--- src/rtl/button_pulse_gen.sv ---
// Push-button conditioner: synchronises and debounces the active-low move/select pads and
// turns each accepted press into a one-cycle pulse; move auto-repeats while held.

module button_pulse_chan #(
  parameter int DEBOUNCE_CYCLES = 4,
  parameter int REPEAT_DELAY    = 20,
  parameter int REPEAT_PERIOD   = 8,
  parameter int REPEAT_EN       = 1,
  parameter int CW              = 5
) (
  input  logic       clk,
  input  logic       rst,
  input  logic       pad_n,
  output logic       fire,
  output logic       level,
  output logic [2:0] state_dbg
);

  typedef enum logic [2:0] {
    RELEASING = 3'd0,
    IDLE      = 3'd1,
    ARMING    = 3'd2,
    HELD      = 3'd3,
    REPEAT    = 3'd4
  } state_t;

  localparam logic [CW:0] DB_L = (CW+1)'(DEBOUNCE_CYCLES);
  localparam logic [CW:0] RD_L = (CW+1)'(REPEAT_DELAY);
  localparam logic [CW:0] RP_L = (CW+1)'(REPEAT_PERIOD);

  state_t          state;
  logic [CW-1:0]   cnt;
  logic [CW:0]     inc;
  logic            sync1;
  logic            sync2;
  logic            pressed;

  assign pressed   = ~sync2;
  assign inc       = {1'b0, cnt} + 1'b1;
  assign state_dbg = state;

  // fire marks the edge on which this channel emits a pulse; the top registers it.
  always_comb begin
    fire = 1'b0;
    case (state)
      IDLE:    fire = pressed && (DEBOUNCE_CYCLES == 1);
      ARMING:  fire = pressed && (inc >= DB_L);
      HELD:    fire = pressed && (REPEAT_EN != 0) && (inc >= RD_L);
      REPEAT:  fire = pressed && (inc >= RP_L);
      default: fire = 1'b0;
    endcase
  end

  always_ff @(posedge clk) begin
    if (rst) begin
      sync1 <= 1'b1;
      sync2 <= 1'b1;
      state <= RELEASING;
      cnt   <= '0;
      level <= 1'b0;
    end else begin
      sync1 <= pad_n;
      sync2 <= sync1;
      case (state)
        RELEASING: begin
          if (pressed) begin
            cnt <= '0;
          end else if (inc >= DB_L) begin
            state <= IDLE;
            cnt   <= '0;
            level <= 1'b0;
          end else begin
            cnt <= inc[CW-1:0];
          end
        end
        IDLE: begin
          if (pressed) begin
            if (fire) begin
              state <= HELD;
              cnt   <= '0;
              level <= 1'b1;
            end else begin
              state <= ARMING;
              cnt   <= CW'(1);
            end
          end
        end
        ARMING: begin
          if (!pressed) begin
            state <= IDLE;
            cnt   <= '0;
          end else if (fire) begin
            state <= HELD;
            cnt   <= '0;
            level <= 1'b1;
          end else begin
            cnt <= inc[CW-1:0];
          end
        end
        HELD, REPEAT: begin
          // The release sample itself counts as the first stable released cycle.
          if (!pressed) begin
            if (DEBOUNCE_CYCLES == 1) begin
              state <= IDLE;
              cnt   <= '0;
              level <= 1'b0;
            end else begin
              state <= RELEASING;
              cnt   <= CW'(1);
            end
          end else if (fire) begin
            state <= REPEAT;
            cnt   <= '0;
          end else if ((REPEAT_EN != 0) || (state == REPEAT)) begin
            cnt <= inc[CW-1:0];
          end
        end
        default: begin
          state <= RELEASING;
          cnt   <= '0;
        end
      endcase
    end
  end

endmodule

module button_pulse_gen #(
  parameter int DEBOUNCE_CYCLES = 250000,
  parameter int REPEAT_DELAY    = 25000000,
  parameter int REPEAT_PERIOD   = 10000000,
  parameter int REPEAT_EN       = 1
) (
  input  logic       clk,
  input  logic       rst,
  input  logic       move_n,
  input  logic       select_n,
  output logic       move_pulse,
  output logic       select_pulse,
  output logic       move_level,
  output logic       select_level,
  output logic [5:0] state_dbg
);

  localparam int MAXV = (DEBOUNCE_CYCLES > REPEAT_DELAY)
                      ? ((DEBOUNCE_CYCLES > REPEAT_PERIOD) ? DEBOUNCE_CYCLES : REPEAT_PERIOD)
                      : ((REPEAT_DELAY > REPEAT_PERIOD) ? REPEAT_DELAY : REPEAT_PERIOD);
  localparam int CW   = $clog2(MAXV + 1);

  logic       move_fire;
  logic       select_fire;
  logic [2:0] move_state;
  logic [2:0] select_state;

  assign state_dbg = {select_state, move_state};

  button_pulse_chan #(
    .DEBOUNCE_CYCLES (DEBOUNCE_CYCLES),
    .REPEAT_DELAY    (REPEAT_DELAY),
    .REPEAT_PERIOD   (REPEAT_PERIOD),
    .REPEAT_EN       (REPEAT_EN),
    .CW              (CW)
  ) u_move (
    .clk       (clk),
    .rst       (rst),
    .pad_n     (move_n),
    .fire      (move_fire),
    .level     (move_level),
    .state_dbg (move_state)
  );

  button_pulse_chan #(
    .DEBOUNCE_CYCLES (DEBOUNCE_CYCLES),
    .REPEAT_DELAY    (REPEAT_DELAY),
    .REPEAT_PERIOD   (REPEAT_PERIOD),
    .REPEAT_EN       (0),
    .CW              (CW)
  ) u_select (
    .clk       (clk),
    .rst       (rst),
    .pad_n     (select_n),
    .fire      (select_fire),
    .level     (select_level),
    .state_dbg (select_state)
  );

  // A colliding move pulse is dropped outright; the move FSM still advances.
  always_ff @(posedge clk) begin
    if (rst) begin
      move_pulse   <= 1'b0;
      select_pulse <= 1'b0;
    end else begin
      move_pulse   <= move_fire & ~select_fire;
      select_pulse <= select_fire;
    end
  end

endmodule
--- config.mk ---
export PLATFORM = sky130hd
export DESIGN_NAME = button_pulse_gen
export DESIGN_NICKNAME = d
export VERILOG_FILES = /design/src/rtl/button_pulse_gen.sv
export SDC_FILE = /design/constraint.sdc
export NUM_CORES = 1
export LEC_CHECK = 0
export ABC_AREA = 1
export ABC_CLOCK_PERIOD_IN_PS = 2800
export CORE_MARGIN = 1
export CORE_UTILIZATION = 50
export CTS_CLUSTER_DIAMETER = 200
export DETAILED_ROUTE_END_ITERATION = 10
export GPL_TIMING_DRIVEN = 0
export PLACE_DENSITY_LB_ADDON = 0.25
export SLEW_MARGIN = 40
export SYNTH_ARGS = -nofsm -noshare
export SYNTH_HDL_FRONTEND = slang
export SYNTH_SLANG_ARGS = --single-unit
--- constraint.sdc ---
create_clock -name clk -period 2.8 [get_ports clk]
set_clock_uncertainty 0.05 [all_clocks]
set_input_delay 0.7 -clock clk [delete_from_list [all_inputs] [get_ports clk]]
set_output_delay 0.7 -clock clk [all_outputs]
set_load 0.1 [all_outputs]
==> impl_metrics.toml, run 1 <==
[routing]
via_count = 5212
first_pass_iters = 6
drt_wl_total_mm = 13.4
drt-initial-drc-count = 197
drc = 0
avgViaCountPerCell = 5.35
post_drt_wl_per_cell_um = 13.7
postRouteAntennaNets = 0

[global_routing]
grt_pass1_wl_mm = 20.9
antenna_found_initial = 0
grt-ovfl-total = 0
grt_max_degree = 12
first_global_vias = 4758
grt_usage_pct = 25.9

[floorplan]
core_um2 = 9370
io-pin-count = 14
initial_core_util_pct = 52.2
die_w_um = 101
die_h_um = 101
dieArea_um2 = 10200
num_rows = 35

[placement]
pre_cts_ws_ps = -109
place_hpwl_mm = 9.52
place_inst = 932
port_buffers = 12
place_congestion = 0.945

[worst_hold_path]
hold_end = "u_move.sync2"
hold_start = "u_move.sync1"
hold_class = "reg2reg"
hold_depth = 1

[cells_and_area]
layout.nets = 849
final_core_util_pct = 63.0
area_growth_syn_to_layout_pct = 20.6
final_layout_size_suffix_gt1_share_pct = 24.5
final_cell_mix = "nand2_1 (255), inv_1 (94), nor2_1 (79), dfxtp_1 (48), nand3_1 (46)"
diodes = 0
final_common_cell = "nand2_1"
final_cells = 975

[setup_path]
r2r-start = "u_select.cnt[0]"
path_common_cell = "nand2_1"
cp_max_fo = 7
ff2ff_path_depth = 18
critPathTopFamily = "simple AND/OR/NAND/NOR gates"
crit_buf_inv = 1
slowest_stage = "dfxtp_4"
crit_arrival_ps = 2940
crit_required_ps = 3020
crit_type = "reg2reg"
worstReg2RegEnd = "u_select.cnt[22]"
ff2ff_setup_slack_ps = 80
worstSetupStartpointType = "flop"
cp_slowest_stage_delay_ps = 390
cp_cell_sequence = "ha_4 > nand3_4 > nor2_4 > nand2_4 > nor4_4 > nand3_1 > nand2_1 > nand2_1 > nor2_2 > nand2_1 > nor2_2 > nand2_2 > nor2_4 > nand2_4 > nand2_8 > clkbuf_16 > nand3_2 > a21oi_2"
worstSetupEndpointType = "flop"

[synthesis]
synth.avg_cell_area_um2 = 6.18
syn_nets = 799
ys_warn_count = 0
synth_area_um2 = 4890
synth_cells = 791
synth_seq_cells = 64
ys_seq_area_share_pct = 26.2
synth_cell_types = 38

[timing]
finalHoldViolCount = 0
layout_setup_ws_ps = 80.9
worst_slew_pin_slew_ps = 711
setup_viol_count_final = 0
max_slew_margin_pct = 52.6
fmax_mhz = 368
fin_crit_ps = 2720
slew_violations = 0
rsz0062_at_grt = "true"
whs_ps = 362
period_share_pct = 97.1

[clocking]
clockBufferDepth = 2
cts_tree = "yes"
clkTransAtPathRegs_ps = 70
clock-sinks = 64
root_buffer = "clkbuf_8"
hold_buffers = 0
ctsHtreeMaxLevel = 3
cts_buffers = 9
clk_latency_ps = 350

[power_and_ir_drop]
p_leak_nw = 2.51
irDropWorstVdd_uv = 568
power_w = 0.00318
power.density_nw_per_um2 = 538

[run]
max-cap-violations = 0

[status]
status = "complete, no violations"
[per-layer routing]
layer | vias up | GRT usage [%] | routed length (µm)
met5 | - | 0 | 0
met4 | 0 | 9.03 | 301
met3 | 26 | 4.37 | 559
met2 | 125 | 48.5 | 7020
met1 | 2446 | 29.4 | 5480
li1 | 2615 | - | -
[state kept, by name, indices dropped and copies added (netlist names)]
name	cells
u_select.state_dbg	3
u_move.level	1
u_select.sync2	1
u_select.level	1
move_pulse	1
u_move.cnt	25
u_move.state_dbg	3
select_pulse	1
u_move.sync2	1
u_move.sync1	1
u_select.cnt	25
u_select.sync1	1
[timing repair]
item | CTS | global route
gates cloned | 0 | 4
resized for setup | 5 | 72
endpoints found under the setup margin | 23 | 55
pin swaps | 0 | 25
setup buffers | 0 | 23
[through the flow]
stage,TNS (ps),cell area [µm²]
after floorplan,0,4890
after detailed placement,-2080,5120
final,0,5900
after global routing,-1610,5900
after CTS,0,5350
after global placement,-984,5170
[power breakdown]
| part | internal, W | total, W | switching, W |
|---|---|---|---|
| Sequential | 0.000976 | 0.00105 | 0.0000775 |
| Combinational | 0.000487 | 0.00128 | 0.000797 |
| Clock | 0.000457 | 0.000838 | 0.000382 |
[worst register-to-register path, stage by stage (launching register included)]
cell,delay (ps)
dfxtp_4,390
ha_4,160
nand3_4,100
nor2_4,160
nand2_4,90
nor4_4,280
nand3_1,110
nand2_1,70
nand2_1,60
nor2_2,150
nand2_1,80
nor2_2,150
nand2_2,100
nor2_4,160
nand2_4,80
nand2_8,120
clkbuf_16,160
nand3_2,60
a21oi_2,120
[cell type report]
class	count	area, µm²
Buffer	17	121
Sequential cell	64	1310
Tap cell	129	161
Clock inverter	5	55.1
Fill cell	867	3470
Timing Repair Buffer	39	343
Multi-Input combinational cell	608	3370
Inverter	102	383
Clock buffer	11	151
[Yosys cell counts (all sizes together)]
master	number	area share, %
inv	101	7.7
o2111ai	1	0.18
nand4	19	2.6
nor3b	1	0.26
clkbuf	11	0.84
nor2	103	9.3
o21bai	3	0.46
ha	4	1.0
a22oi	1	0.15
nand3b	4	0.61
buf	6	1.5
clkinv	1	0.077
xor2	13	2.3
a211oi	1	0.15
xnor2	6	1.4
or2	4	0.51
nand2	276	22
nor3	19	2.3
nor4	2	0.56
dfxtp	64	26
nand3	75	10
o22ai	1	0.26
o21ai	13	1.3
a21oi	62	7.9
[how the worst max path moves through the flow]
stage	startpoint	endpoint	cells past startpoint
6_report	u_select.cnt[0]	u_select.cnt[22]	18
5_1_grt	u_select.cnt[0]	u_select.cnt[22]	18
4_1_cts	u_select.cnt[0]	u_select.cnt[20]	18
3_5_place_dp	u_select.cnt[0]	u_select.cnt[9]	19
3_3_place_gp	u_select.cnt[0]	u_select.cnt[6]	18
2_1_floorplan	u_select.state_dbg[2]	u_select.cnt[15]	11
[logic make-up (layout without fill, tap and decap cells)]
kind of cell / count (synthesis) / in the layout / share of synthesized area, %
buffers and inverters: 119 / 174 / 10.2
AND/OR/NAND/NOR: 503 / 503 / 48.5
flip-flops: 64 / 64 / 26.2
AO/OA/AOI/OAI: 82 / 82 / 10.4
XOR/XNOR: 19 / 19 / 3.71
adder cells (fa/ha/maj): 4 / 4 / 1.02
Power figures use the tool's default switching activity.
==> inputs of run 2 (changes only) <==
CORE_UTILIZATION = 49   (was 50)
==> impl_metrics.toml, run 2 (synthesized netlist as in run 1, its figures left out) <==
[status]
status = "complete, no violations"

[routing]
post_drt_wl_per_cell_um = 13.3
avgViaCountPerCell = 5.28
via_count = 5110
drc = 0
postRouteAntennaNets = 0
drt-initial-drc-count = 247
drt_wl_total_mm = 12.9
first_pass_iters = 5

[clocking]
clock-sinks = 64
root_buffer = "clkbuf_8"
clkTransAtPathRegs_ps = 70
clockBufferDepth = 2
cts_buffers = 9
cts_tree = "yes"
clk_latency_ps = 350
ctsHtreeMaxLevel = 3

[setup_path]
ff2ff_setup_slack_ps = 190
cp_slowest_stage_delay_ps = 370
crit_required_ps = 3020
crit_type = "reg2reg"
crit_arrival_ps = 2830
crit_buf_inv = 2
slowest_stage = "dfxtp_4"
path_common_cell = "nand2_1"
ff2ff_path_depth = 18
worstSetupStartpointType = "flop"
critPathTopFamily = "simple AND/OR/NAND/NOR gates"
r2r-start = "u_move.cnt[0]"
cp_cell_sequence = "ha_2 > nand2_2 > nor2_4 > nand3_4 > nor2_1 > nand2_1 > nand2_1 > inv_1 > nor2_1 > nand3_1 > nor2_2 > nand2_1 > nand2_2 > nand4_2 > nand2_4 > buf_6 > nand2_1 > a21oi_1"
cp_max_fo = 10
worstSetupEndpointType = "flop"
worstReg2RegEnd = "u_move.cnt[15]"

[cells_and_area]
multi_input_area_um2 = 3330
layout.nets = 838
final_cell_mix = "nand2_1 (252), inv_1 (93), nor2_1 (81), nand3_1 (45), dfxtp_1 (42)"
final_layout_size_suffix_gt1_share_pct = 24.2
reg_top3 = "u_move.cnt x25, u_select.cnt x25"
diodes = 0
regArea_um2 = 1330
final_common_cell = "nand2_1"
area_growth_syn_to_layout_pct = 16.8
nFillCells = 967

[global_routing]
grt-ovfl-total = 0
first_global_vias = 4702
grt_usage_pct = 25.3
grt_pass1_wl_mm = 20.9
antenna_found_initial = 0
grt_max_degree = 11

[timing]
max_slew_margin_pct = 51.2
fin_crit_ps = 2610
slew_violations = 0
setup_viol_count_final = 0
worst_slew_pin_slew_ps = 732
period_share_pct = 93.3
finalHoldViolCount = 0
fmax_mhz = 383
whs_ps = 360

[floorplan]
die_h_um = 102
initial_core_util_pct = 50.3
io-pin-count = 14
num_rows = 36
core_um2 = 9730
dieArea_um2 = 10400
die_w_um = 102

[run]
max-cap-violations = 0

[power_and_ir_drop]
irDropWorstVdd_uv = 497
power_w = 0.00293
power.density_nw_per_um2 = 513
p_leak_nw = 2.43

[placement]
place_congestion = 0.941
place_hpwl_mm = 9.48
port_buffers = 12

[worst_hold_path]
hold_class = "reg2reg"
hold_start = "u_move.sync1"
hold_end = "u_move.sync2"
hold_depth = 1
run 2: changes by cell type in the layout (fill, tap and decap cells not counted), sizes merged:
cell / change
clkinv: -1
inv: +1
buf: -7
clkinvlp: -2
clkbuf: -2
run 2: cell type report:
class | instances | share of cell area, %
multi-input combinational | 608 | 58.3
sequential | 64 | 23.2
inverter | 102 | 6.70
timing repair buffer | 28 | 3.33
tap | 133 | 2.91
clock buffer | 13 | 2.78
buffer | 17 | 2.06
clock inverter | 3 | 0.701
run 2: per-stage QoR:
stage	cell area (µm²)	cells	setup slack, ps	TNS [ps]	util, %
global route	5710	968	-30.6	-298	58.7
finish	5710	968	188	0	58.7
detailed placement	5130	936	-117	-2010	52.7
global placement	5180	936	-72.9	-1350	53.2
CTS	5350	952	0.924	0	55.0
floorplan	4890	791	157	0	-
run 2: worst max-delay path by stage:
| stage | to | depth (start not counted) | start | slack (ps) |
|---|---|---|---|---|
| after floorplan | u_select.cnt[15] | 11 | u_select.state_dbg[2] | 160 |
| after global placement | u_select.cnt[23] | 19 | u_select.cnt[0] | -70 |
| after detailed placement | u_select.cnt[2] | 18 | u_select.cnt[0] | -120 |
| after CTS | u_move.cnt[10] | 18 | u_move.cnt[0] | 0.9 |
| after global routing | u_move.cnt[17] | 18 | u_move.cnt[4] | -30 |
| final | u_move.cnt[15] | 18 | u_move.cnt[0] | 190 |
run 2: power by group:
| part | leakage [nW] | total, W | internal [W] | switching, W |
|---|---|---|---|---|
| Sequential | 0.531 | 0.00105 | 0.000973 | 0.0000742 |
| Clock | 0.103 | 0.000829 | 0.000458 | 0.000371 |
| Combinational | 1.79 | 0.00105 | 0.000322 | 0.000731 |
run 2: routing by layer:
layer	global-route usage (%)	vias up	part of all wire, %
met5	0	-	0
met4	8.35	0	2.4
met3	5.34	27	4.8
met2	46.6	155	51
met1	29.0	2337	42
li1	-	2591	-
run 2: timing repair:
action,in CTS,in global routing
gates resized for setup,6,76
pin swaps,1,16
setup endpoints to repair,23,56
buffers inserted,0,16
hold buffers,0,0
gates cloned,0,0
==> inputs of run 3 (changes only) <==
ABC_CLOCK_PERIOD_IN_PS = default   (was 2800)
PLACE_DENSITY = 0.66   (was default)
PLACE_DENSITY_LB_ADDON = default   (was 0.25)
==> impl_metrics.toml, run 3 (synthesized netlist as in run 1, its figures left out) <==
[clocking]
ctsHtreeMaxLevel = 3
hold_buffers = 0
clock-sinks = 64
cts_tree = "yes"
cts_buffers = 9
root_buffer = "clkbuf_8"
clk_latency_ps = 370
clkTransAtPathRegs_ps = 80
clockBufferDepth = 2

[timing]
setup_viol_count_final = 0
fmax_mhz = 373
finalHoldViolCount = 0
layout_setup_ws_ps = 121
rsz0062_at_grt = "true"
max_slew_margin_pct = 54.8
worst_slew_pin_slew_ps = 678
whs_ps = 367
slew_violations = 0
period_share_pct = 95.7
fin_crit_ps = 2680

[status]
status = "complete, no violations"

[cells_and_area]
reg_top3 = "u_move.cnt x25, u_select.cnt x25"
final_core_util_pct = 59.9
layout.nets = 835
diodes = 0
area_growth_syn_to_layout_pct = 19.1
final_cells = 965
nFillCells = 974
final_cell_mix = "nand2_1 (249), inv_1 (93), nor2_1 (80), dfxtp_1 (46), nand3_1 (44)"
final_layout_size_suffix_gt1_share_pct = 24.2
finish.instance_area_um2 = 5830
final_common_cell = "nand2_1"

[worst_hold_path]
hold_class = "reg2reg"

[routing]
avgViaCountPerCell = 5.22
drt-initial-drc-count = 154
drt_wl_total_mm = 12.9
drc = 0
postRouteAntennaNets = 0
via_count = 5039
first_pass_iters = 4
post_drt_wl_per_cell_um = 13.4

[floorplan]
dieArea_um2 = 10400
die_w_um = 102
initial_core_util_pct = 50.3
die_h_um = 102
num_rows = 36
core_um2 = 9730
io-pin-count = 14

[power_and_ir_drop]
p_leak_nw = 2.47
irDropWorstVdd_uv = 544
power.density_nw_per_um2 = 544

[global_routing]
first_global_vias = 4545
antenna_found_initial = 0
grt_max_degree = 13
grt-ovfl-total = 0
grt_usage_pct = 25.1
grt_pass1_wl_mm = 20.4

[setup_path]
crit_arrival_ps = 2840
worstSetupStartpointType = "flop"
crit_type = "reg2reg"
cp_max_fo = 10
crit_required_ps = 2960
worstSetupEndpointType = "flop"

[placement]
place_area_um2 = 5130
place_congestion = 0.951
place_inst = 936
place_hpwl_mm = 9.54
port_buffers = 12
pre_cts_ws_ps = -130

[run]
max-cap-violations = 0
-- run 3: cell types whose count changed in the layout (fill, tap and decap cells not counted), sizes merged --
cell,change
clkinvlp,+2
buf,-3
clkbuf,-3
bufinv,+2
inv,+1
clkinv,-2
-- run 3: critical path, stage by stage, from the launching register on --
cell,delay (ps)
dfxtp_4,400
ha_4,160
nand3_4,110
nor2_4,170
nand2_4,90
nor2_1,90
nand3_1,130
xor2_2,220
inv_1,90
nand2_1,70
nor3_2,140
nand2_2,110
nand3b_1,140
nand3_4,110
nand2_4,100
nand2_8,80
buf_12,150
nand3_2,60
a21oi_2,50
-- run 3: routing by layer --
metal | vias up | global-route usage (%) | part of all wire, %
met5 | - | 0 | 0
met4 | 0 | 10.4 | 2.6
met3 | 31 | 4.24 | 3.2
met2 | 94 | 46.8 | 52
met1 | 2327 | 28.3 | 42
li1 | 2587 | - | -
-- run 3: stage by stage --
step / setup TNS, ps / total power, W
6_report: 0 / 0.00317
5_1_grt: -677 / 0.00332
4_1_cts: 0 / 0.00308
3_5_place_dp: -2440 / 0.00204
3_3_place_gp: -1410 / 0.00204
2_1_floorplan: 0 / 0.00183
-- run 3: where the power goes --
| group | switching (W) | leakage (nW) | internal, W | total (W) |
|---|---|---|---|---|
| sequential | 0.0000784 | 0.528 | 0.000976 | 0.00105 |
| clock | 0.000412 | 0.119 | 0.000619 | 0.00103 |
| combinational | 0.000741 | 1.82 | 0.000341 | 0.00108 |
| total | 0.00123 | 2.47 | 0.00194 | 0.00317 |
-- run 3: layout make-up --
type | instances | area [µm²] | area share, %
Multi-Input combinational cell | 608 | 3420 | 58.6
Buffer | 17 | 121 | 2.08
Clock inverter | 6 | 114 | 1.95
Tap cell | 133 | 166 | 2.86
Sequential cell | 64 | 1310 | 22.5
Inverter | 102 | 383 | 6.57
Timing Repair Buffer | 25 | 175 | 3.01
Clock buffer | 10 | 138 | 2.36
-- run 3: path summary, 6_finish.rpt --
| kind | start | endpoint | slack (ps) | depth (start not counted) |
|---|---|---|---|---|
| max reg2reg | u_select.cnt[0] | u_select.cnt[11] | 120 | 18 |
| min | u_select.sync1 | u_select.sync2 | 370 | 1 |
| max | u_select.cnt[0] | u_select.cnt[11] | 120 | 18 |
| min reg2reg | u_select.sync1 | u_select.sync2 | 370 | 1 |
-- run 3: what timing repair did --
item / in CTS / in global routing
buffers inserted: 1 / 12
endpoints found under the setup margin: 24 / 56
cloned: 0 / 0
pin swaps: 0 / 20
gates resized for setup: 3 / 91
